$ cat src/rtl/rom_streamer_pkg.sv
// rtl/rom_streamer_pkg.sv - shared state encoding for the ROM read streamer
package rom_streamer_pkg;

    typedef logic [1:0] state_t;

    localparam state_t ST_IDLE = 2'd0;
    localparam state_t ST_RUN  = 2'd1;
    localparam state_t ST_DONE = 2'd2;

endpackage

$ cat src/rtl/rom_streamer_if.sv
// rtl/rom_streamer_if.sv - output word stream between the streamer and its consumer
interface rom_streamer_if #(
    parameter int DATA_WIDTH = 8
);
    logic                  out_valid;
    logic                  out_ready;
    logic [DATA_WIDTH-1:0] out_data;
    logic                  out_last;

    modport master (
        output out_valid,
        output out_data,
        output out_last,
        input  out_ready
    );

    modport slave (
        input  out_valid,
        input  out_data,
        input  out_last,
        output out_ready
    );
endinterface

$ cat src/rtl/fifo2.sv
// rtl/fifo2.sv - two-entry synchronous FIFO with occupancy count
module fifo2 #(
    parameter int WIDTH = 9
) (
    input  logic             clk,
    input  logic             rst_n,
    input  logic             wr_en,
    input  logic [WIDTH-1:0] wr_data,
    input  logic             rd_en,
    output logic [WIDTH-1:0] rd_data,
    output logic             empty,
    output logic             full,
    output logic [1:0]       cnt
);
    logic [WIDTH-1:0] mem [2];
    logic             wr_ptr;
    logic             rd_ptr;
    logic [1:0]       cnt_q;
    logic             do_wr;
    logic             do_rd;

    assign empty   = (cnt_q == 2'd0);
    assign full    = (cnt_q == 2'd2);
    assign cnt     = cnt_q;
    assign rd_data = mem[rd_ptr];
    assign do_wr   = wr_en && !full;
    assign do_rd   = rd_en && !empty;

    always_ff @(posedge clk or negedge rst_n) begin
        if (!rst_n) begin
            mem[0] <= '0;
            mem[1] <= '0;
            wr_ptr <= 1'b0;
            rd_ptr <= 1'b0;
            cnt_q  <= 2'd0;
        end else begin
            if (do_wr) begin
                mem[wr_ptr] <= wr_data;
                wr_ptr      <= ~wr_ptr;
            end
            if (do_rd) begin
                rd_ptr <= ~rd_ptr;
            end
            case ({do_wr, do_rd})
                2'b10:   cnt_q <= cnt_q + 2'd1;
                2'b01:   cnt_q <= cnt_q - 2'd1;
                default: cnt_q <= cnt_q;
            endcase
        end
    end
endmodule

$ cat src/rtl/rom_streamer.sv
// rtl/rom_streamer.sv - walks consecutive ROM addresses and streams the words out
module rom_streamer
    import rom_streamer_pkg::*;
#(
    parameter int ADDR_WIDTH = 6,
    parameter int DATA_WIDTH = 8
) (
    input  logic                  clk,
    input  logic                  rst_n,
    input  logic                  start,
    input  logic [ADDR_WIDTH-1:0] base_addr,
    input  logic [ADDR_WIDTH:0]   count,
    output logic                  busy,
    output logic                  done,
    output logic [ADDR_WIDTH-1:0] rom_addr,
    input  logic [DATA_WIDTH-1:0] rom_data,
    rom_streamer_if.master        out_if
);
    localparam logic [ADDR_WIDTH:0] CNT_ONE = {{ADDR_WIDTH{1'b0}}, 1'b1};

    state_t                state;
    logic [ADDR_WIDTH-1:0] addr_q;
    logic [ADDR_WIDTH:0]   count_q;
    logic [ADDR_WIDTH:0]   issued;
    logic [ADDR_WIDTH:0]   popped;
    logic                  inflight;
    logic                  inflight_last;
    logic                  issue;
    logic                  pop;
    logic [2:0]            occ;
    logic [1:0]            fifo_cnt;
    logic                  fifo_empty;
    logic                  fifo_full;
    logic [DATA_WIDTH:0]   fifo_rd;

    assign busy     = (state == ST_RUN);
    assign done     = (state == ST_DONE);
    assign rom_addr = addr_q;

    assign out_if.out_valid = !fifo_empty;
    assign out_if.out_data  = fifo_rd[DATA_WIDTH-1:0];
    assign out_if.out_last  = fifo_rd[DATA_WIDTH] && !fifo_empty;

    assign pop = out_if.out_valid && out_if.out_ready;

    // Words already buffered plus the one still coming out of the ROM; a pop
    // this cycle frees a slot, so a read may be issued into it immediately.
    assign occ   = {1'b0, fifo_cnt} + {2'b00, inflight};
    assign issue = (state == ST_RUN) && (issued < count_q)
                 && (occ < (3'd2 + {2'b00, pop}));

    fifo2 #(
        .WIDTH (DATA_WIDTH + 1)
    ) u_fifo (
        .clk     (clk),
        .rst_n   (rst_n),
        .wr_en   (inflight && !fifo_full),
        .wr_data ({inflight_last, rom_data}),
        .rd_en   (pop),
        .rd_data (fifo_rd),
        .empty   (fifo_empty),
        .full    (fifo_full),
        .cnt     (fifo_cnt)
    );

    always_ff @(posedge clk or negedge rst_n) begin
        if (!rst_n) begin
            state         <= ST_IDLE;
            addr_q        <= '0;
            count_q       <= '0;
            issued        <= '0;
            popped        <= '0;
            inflight      <= 1'b0;
            inflight_last <= 1'b0;
        end else begin
            inflight      <= issue;
            inflight_last <= issue && (issued == count_q - CNT_ONE);
            case (state)
                ST_IDLE: begin
                    if (start) begin
                        addr_q  <= base_addr;
                        count_q <= count;
                        issued  <= '0;
                        popped  <= '0;
                        state   <= (count == '0) ? ST_DONE : ST_RUN;
                    end
                end
                ST_RUN: begin
                    if (issue) begin
                        addr_q <= addr_q + {{(ADDR_WIDTH-1){1'b0}}, 1'b1};
                        issued <= issued + CNT_ONE;
                    end
                    if (pop) begin
                        popped <= popped + CNT_ONE;
                        if (popped == count_q - CNT_ONE) begin
                            state <= ST_DONE;
                        end
                    end
                end
                ST_DONE: state <= ST_IDLE;
                default: state <= ST_IDLE;
            endcase
        end
    end
endmodule

$ cat src/flat_wrapper.sv
// flat-port wrapper written by rule: the top's interface ports become plain ports
module rom_streamer_flat import rom_streamer_pkg::*;
#(
    parameter int ADDR_WIDTH = 6,
    parameter int DATA_WIDTH = 8
)
  (clk, rst_n, start, base_addr, count, busy, done, rom_addr, rom_data, out_if_out_valid, out_if_out_data, out_if_out_last, out_if_out_ready);
  rom_streamer_if #(.DATA_WIDTH(DATA_WIDTH)) out_if_i ();
  input  logic clk;
  input  logic rst_n;
  input  logic start;
  input  logic [ADDR_WIDTH-1:0] base_addr;
  input  logic [ADDR_WIDTH:0] count;
  output logic busy;
  output logic done;
  output logic [ADDR_WIDTH-1:0] rom_addr;
  input  logic [DATA_WIDTH-1:0] rom_data;
  output wire logic [$bits(out_if_i.out_valid)-1:0] out_if_out_valid;
  output wire logic [$bits(out_if_i.out_data)-1:0] out_if_out_data;
  output wire logic [$bits(out_if_i.out_last)-1:0] out_if_out_last;
  input wire logic [$bits(out_if_i.out_ready)-1:0] out_if_out_ready;
  assign out_if_out_valid = out_if_i.out_valid;
  assign out_if_out_data = out_if_i.out_data;
  assign out_if_out_last = out_if_i.out_last;
  assign out_if_i.out_ready = out_if_out_ready;
  rom_streamer #(.ADDR_WIDTH(ADDR_WIDTH), .DATA_WIDTH(DATA_WIDTH)) u_core (.clk(clk), .rst_n(rst_n), .start(start), .base_addr(base_addr), .count(count), .busy(busy), .done(done), .rom_addr(rom_addr), .rom_data(rom_data), .out_if(out_if_i));
endmodule
$ cat config.mk
export PLATFORM = sky130hd
export DESIGN_NAME = rom_streamer_flat
export DESIGN_NICKNAME = d
export VERILOG_FILES = /design/src/rtl/rom_streamer_pkg.sv /design/src/rtl/rom_streamer_if.sv /design/src/rtl/fifo2.sv /design/src/rtl/rom_streamer.sv /design/src/flat_wrapper.sv
export SDC_FILE = /design/constraint.sdc
export NUM_CORES = 1
export LEC_CHECK = 0
export BUFFER_PORTS_ARGS = -buffer_cell sky130_fd_sc_hd__buf_2
export CAP_MARGIN = 30
export CORE_ASPECT_RATIO = 1.25
export CORE_MARGIN = 2
export CORE_UTILIZATION = 50
export CTS_BUF_LIST = sky130_fd_sc_hd__clkbuf_4 sky130_fd_sc_hd__clkbuf_8 sky130_fd_sc_hd__clkbuf_16
export DETAILED_ROUTE_END_ITERATION = 7
export PLACE_DENSITY_LB_ADDON = 0.1
export SLEW_MARGIN = 20
export SYNTH_ARGS = -nofsm -noshare
export SYNTH_HDL_FRONTEND = slang
export SYNTH_SLANG_ARGS = --single-unit
export TNS_END_PERCENT = 10
$ cat constraint.sdc
create_clock -name clk -period 2.1 [get_ports clk]
set_input_delay 0.315 -clock clk [delete_from_list [all_inputs] [get_ports clk]]
set_output_delay 0.315 -clock clk [all_outputs]
set_load 0.05 [all_outputs]
== After elaboration in Yosys (flattened, before gate mapping) ==
Index checks and enable logic that the tools add are counted.

* Input port bits: 25
* Register bits: 53

* Bitwise logic cells: 4
* Eq/ne operators: 11
* Order comparisons: 5
* Reductions and logical operators: 20
* Add/subtract/negate cells: 8
* Muxes and demuxes: 20

{| class="wikitable"
|+ Operator list
! operator !! count
|-
| 9-bit two-way mux || 4
|-
| 7-bit case mux with 2 select lines || 2
|-
| 7-bit two-way mux || 3
|-
| 18-bit bitwise mux || 1
|-
| 7-bit by 1-bit adder with 7-bit output (second input constant) || 2
|-
| 7-bit == test || 2
|-
| 6-bit two-way mux || 2
|-
| 6-bit case mux with 2 select lines || 1
|-
| 9-bit demux with 1-bit select || 1
|-
| 1-bit logical AND || 9
|-
| 3-bit AND reduction || 3
|-
| 2-bit two-way mux || 4
|-
| 2-bit case mux with 2 select lines || 2
|-
| 7-bit zero test || 1
|-
| 7-bit less-than comparator || 1
|-
| 7-bit by 1-bit subtractor with 7-bit output (second input constant) || 1
|-
| 6-bit by 1-bit adder with 6-bit output (second input constant) || 1
|-
| 2-bit == test (second input constant) || 3
|-
| 2-bit by 1-bit != test with 1-bit output (second input constant) || 3
|-
| 2-bit by 1-bit == test with 1-bit output (second input constant) || 2
|-
| 2-bit greater-or-equal comparator (second input constant) || 2
|-
| 2-bit zero test || 2
|-
| 1-bit inverter with 2-bit output || 2
|-
| 2-bit nonzero test || 2
|-
| 10 further kinds || 12
|}

== Longest topological paths before layout ==
* Word-level depth: 8
* Depth in mapped cells: 9
* Gate-level depth less buffers: 8

== Cells and area by module ==
Synthesis repeated with hierarchy kept, for this count alone.

* Cells, all modules: 292
* Area total of the unflattened synthesis: 3,070.4 µm²

{| class="wikitable"
|+ Modules (own cells, without submodules)
! module !! cells each !! area each (µm²) !! sequential area each (µm²) !! instances
|-
| rom_streamer || 226 || 2,078.2 || 775.7 || 1
|-
| fifo2 || 66 || 992.2 || 550.5 || 1
|}

== Least setup slack after synthesis ==
OpenSTA, ideal clock, no wires.

* Path kind: reg2reg
* Start point: register u_core.count_q[3]
* End point: register u_core.addr_q[2] (netlist: u_core.rom_addr[2])
* Period minus slack after synthesis: 2.228 ns
* Setup time: 0.149 ns
* Arrival: 2.079 ns
* Path buffers: 2
* Setup slack: -0.128 ns
* Stages on the path, launching flop included: 10
* Path through: dfrtp_1 > clkbuf_1 > inv_1 > ha_1 > a21oi_1 > nor2b_1 > o311a_1 > buf_2 > o311ai_0 > o311ai_1

* Word-level cells in the longest chain between the ends: 5

{| class="wikitable"
|+ Ends and longest elaborated chain
! item !! line !! text
|-
| start, declared || rom_streamer.sv:23 || <nowiki>logic [ADDR_WIDTH:0] count_q;</nowiki>
|-
| start signal, assigned || rom_streamer.sv:82 || <nowiki>count_q <= count;</nowiki>
|-
| 7-bit less-than comparator || rom_streamer.sv:49 || <nowiki>assign issue = (state == ST_RUN) && (issued < count_q)</nowiki>
|-
| 1-bit logical AND || rom_streamer.sv:49 ||
|-
| 1-bit logical AND || rom_streamer.sv:50 || <nowiki>&& (occ < (3'd2 + {2'b00, pop}));</nowiki>
|-
| 2-bit by 1-bit != test with 1-bit output (no source line) || n/a ||
|-
| 3-bit AND reduction (no source line) || n/a ||
|-
| end signal, assigned || rom_streamer.sv:81 || <nowiki>addr_q <= base_addr;</nowiki>
|-
| end signal, assigned || rom_streamer.sv:90 || <nowiki>addr_q <= addr_q + {{(ADDR_WIDTH-1){1'b0}}, 1'b1};</nowiki>
|-
| end, declared || rom_streamer.sv:22 || <nowiki>logic [ADDR_WIDTH-1:0] addr_q;</nowiki>
|}

No other way between the ends.
A chain may end at the register's enable or synchronous reset.

== Final worst setup path ==
* Start point: register u_core.count_q[3]
* End point: register u_core.issued[4]

* Word-level cells in the longest chain between the ends: 5

{| class="wikitable"
|+ Ends and longest elaborated chain
! item !! line !! text
|-
| 7-bit less-than comparator || rom_streamer.sv:49 ||
|-
| 1-bit logical AND || rom_streamer.sv:49 ||
|-
| 1-bit logical AND || rom_streamer.sv:50 ||
|-
| 2-bit by 1-bit != test with 1-bit output (no source line) || n/a ||
|-
| 3-bit AND reduction (no source line) || n/a ||
|-
| end signal, assigned || rom_streamer.sv:91 || <nowiki>issued <= issued + CNT_ONE;</nowiki>
|-
| end, declared || rom_streamer.sv:24 || <nowiki>logic [ADDR_WIDTH:0] issued;</nowiki>
|}

No other way between the ends.

==> flow_summary.yaml <==
placement:
  hpwl_um: 4930
  io_buffers: 42
  gp_congestion: 0.845
  place_inst: 419
setup_path:
  critPathKind: "reg -> reg"
  crit_path_end_kind: "flip-flop"
  startpoint_type: "flip-flop"
  worst_ep_arrival_time_ns: 2.37
  required_ns: 2.35
  crit_path_max_fanout: 6
global_route:
  grt_pass1_vias: 2375
  grt_max_degree: 33
  track_usage: 0.212
  grt_overflow: 0
  grt_pass1_wl_um: 11000
  antenna_found_initial: 0
routing:
  first_pass_iters: 4
  post_drt_wl_per_cell_um: 15.6
  drtIter0Drc: 125
  vias: 2449
  drt_wl_total_um: 6750
  via_per_inst: 5.67
  antenna_left: 0
  drc: 0
sta:
  finClkSkew_ns: 0.00641
  finalCritPeriodShare: 1.01
  fin_ws_ns: -0.0236
  finalSetupTns_ns: -0.0236
  worstMarginPinSlew_ns: 0.820
  fmax_mhz: 471
  hold_viol_final: 0
  slew_headroom: 0.451
  rsz0062_at_grt: "yes"
  layout_min_cycle_time_ns: 2.12
  drv_slew: 0
  setup_viol_count_final: 1
yosys:
  synth_area_leaders: "dfrtp_1, mux2_2, ha_1, xnor2_1, nand2_1"
  ys_async_sr_fraction: 1.00
  synth.yosys.seq_area_share: 0.445
  synth_edf_count: 0
  syn_inst: 295
  synth_area_per_cell_um2: 10.1
  synth_top_area_frac: 0.445
  synth-seq-cells: 53
  yosys.area.top_type: "dfrtp_1"
  synth.top_cells.by_count: "dfrtp_1, nand2_1, mux2_2, xnor2_1, inv_1"
  synthFlopType: "dfrtp_1"
  netlist_area_mm2: 0.00298
  ys_warn_count: 0
  synth_nets: 334
  synth_cell_types: 47
  post-synth-top-count-cell: "dfrtp_1"
finish:
  area_delta_synth_final_pct: 24.4
  diodes: 0
  fin_nets: 404
  stdcell_count: 432
  drive_gt1_frac: 0.350
clock_network:
  h-tree-depth: 2
  cts_made_buffers: 5
  cts-root-buf: "clkbuf_8"
  clkSinkCount: 53
  tritoncts: "done"
  cts.path.max_buffers: 2
  clkTransAtPathRegs_ns: 0.10
  insertion_delay_ns: 0.31
floorplanning:
  dieHeight_um: 90.3
  fp-row-count: 31
  start_util: 0.516
  core_mm2: 0.00578
  die_area_mm2: 0.00660
  fp.dieW_um: 73.1
  num_io_pins: 43
power_and_ir_drop:
  irDropWorstVdd_mv: 0.868
  p_per_area_mw_per_mm2: 1760
  leakage_nw: 1.67
flow_run:
  cap_violations: 0
outcome:
  violations: "negative setup slack"
  status: "complete, but fails checks"
worst_hold_path:
  hold_class: "in -> reg"
-- path summary, 6_finish.rpt --
kind	from	end	slack (ns)	depth (start not counted)
worst max register to register	u_core.count_q[3]	u_core.issued[4]	-0.02	7
worst max-delay path	u_core.count_q[3]	u_core.issued[4]	-0.02	7
worst min register to register	u_core.state[1]	u_core.state[1]	0.50	1
max in group asynchronous	rst_n	u_core.count_q[6]	1.04	3
worst min-delay path	count[2]	u_core.count_q[2]	0.22	3
min in group asynchronous	rst_n	u_core.rom_addr[5]	0.51	2
-- registers in the layout (all words and copies together), names as in the netlist, 2 cells and up --
signal	count
u_core.u_fifo.cnt	2
u_core.issued	7
u_core.count_q	7
u_core.state	2
u_core.rom_addr	6
u_core.u_fifo.mem	18
u_core.popped	7
-- what timing repair did --
action / 4_1_cts / 5_1_grt
setup endpoints to repair: 9 / 14
gates cloned: 1 / 0
setup buffers: 2 / 1
resized for setup: 5 / 13
hold buffers: 1 / 0
pin swaps: 3 / 5
hold endpoints to repair: 21 / 0
-- cell usage in the layout, fill, tap and decap left out, types with 3 or more instances in the layout --
cell       n
buf_2     42
or4_1      3
nor4_1     4
dfrtp_1   53
o31ai_1    4
xnor2_1   18
nor3_1     6
mux2_2    26
nand2b_1   3
o211ai_1   3
nor2_1    16
nor4_2     3
buf_4     29
a21oi_1    7
clkbuf_8   5
inv_1     16
nand3_1   14
xor2_1     8
o21ai_0   11
nand2_1   29
ha_1      13
nand4_1    3
-- where the power goes --
| part | internal (mW) | switching, mW |
|---|---|---|
| Clock | 0.371 | 0.347 |
| Combinational | 1.71 | 2.27 |
| Sequential | 1.48 | 0.373 |
-- metrics by stage --
stage                     setup WS [ns]  power, mW  hold WS (ns)  utilization  instance area [um2]
after floorplan                -0.00801       4.49        0.0194            -                 2980
after global placement          -0.0807       5.48         0.325        0.599                 3460
after detailed placement         -0.127       5.58         0.318        0.599                 3460
after CTS                      -0.00309       6.40         0.218        0.629                 3640
after global routing            -0.0557       7.03         0.236        0.642                 3710
final                           -0.0236       6.54         0.219        0.642                 3710
-- final cells by class --
| class | instances | area [um2] |
|---|---|---|
| multi-input cells | 214 | 1640 |
| repair buffers | 74 | 478 |
| flip-flops and latches | 53 | 1330 |
| well taps | 66 | 82.6 |
| fillers | 503 | 2070 |
| inverters | 17 | 63.8 |
| clock buffers | 6 | 76.3 |
| clock inverters | 2 | 38.8 |
-- cell families after synthesis --
logic type      share of synthesized area
xor+xnor                           0.0839
mux                                 0.105
flops                               0.445
compound gates                      0.106
fa+ha+maj                          0.0588
simple gates                        0.164
buf+inv                            0.0378
-- worst max-delay path: stages, from the launching register on --
cell and delay [ns]:
dfrtp_1 0.39, inv_1 0.12, ha_1 0.27, a21oi_2 0.17, nor2b_2 0.09, o311a_4 0.40
or4_4 0.49, a21oi_2 0.13
-- layer usage --
| metal | vias up | routed length, um | part of all wire | GRT usage |
|---|---|---|---|---|
| li1 | 1190 | - | - | - |
| met1 | 1200 | 2950 | 0.44 | 0.273 |
| met2 | 48 | 3440 | 0.51 | 0.354 |
| met3 | 11 | 250 | 0.037 | 0.0379 |
| met4 | 0 | 108 | 0.016 | 0.0664 |
| met5 | - | 0 | 0 | 0 |
Note: power is estimated with default switching activity, not from simulation.
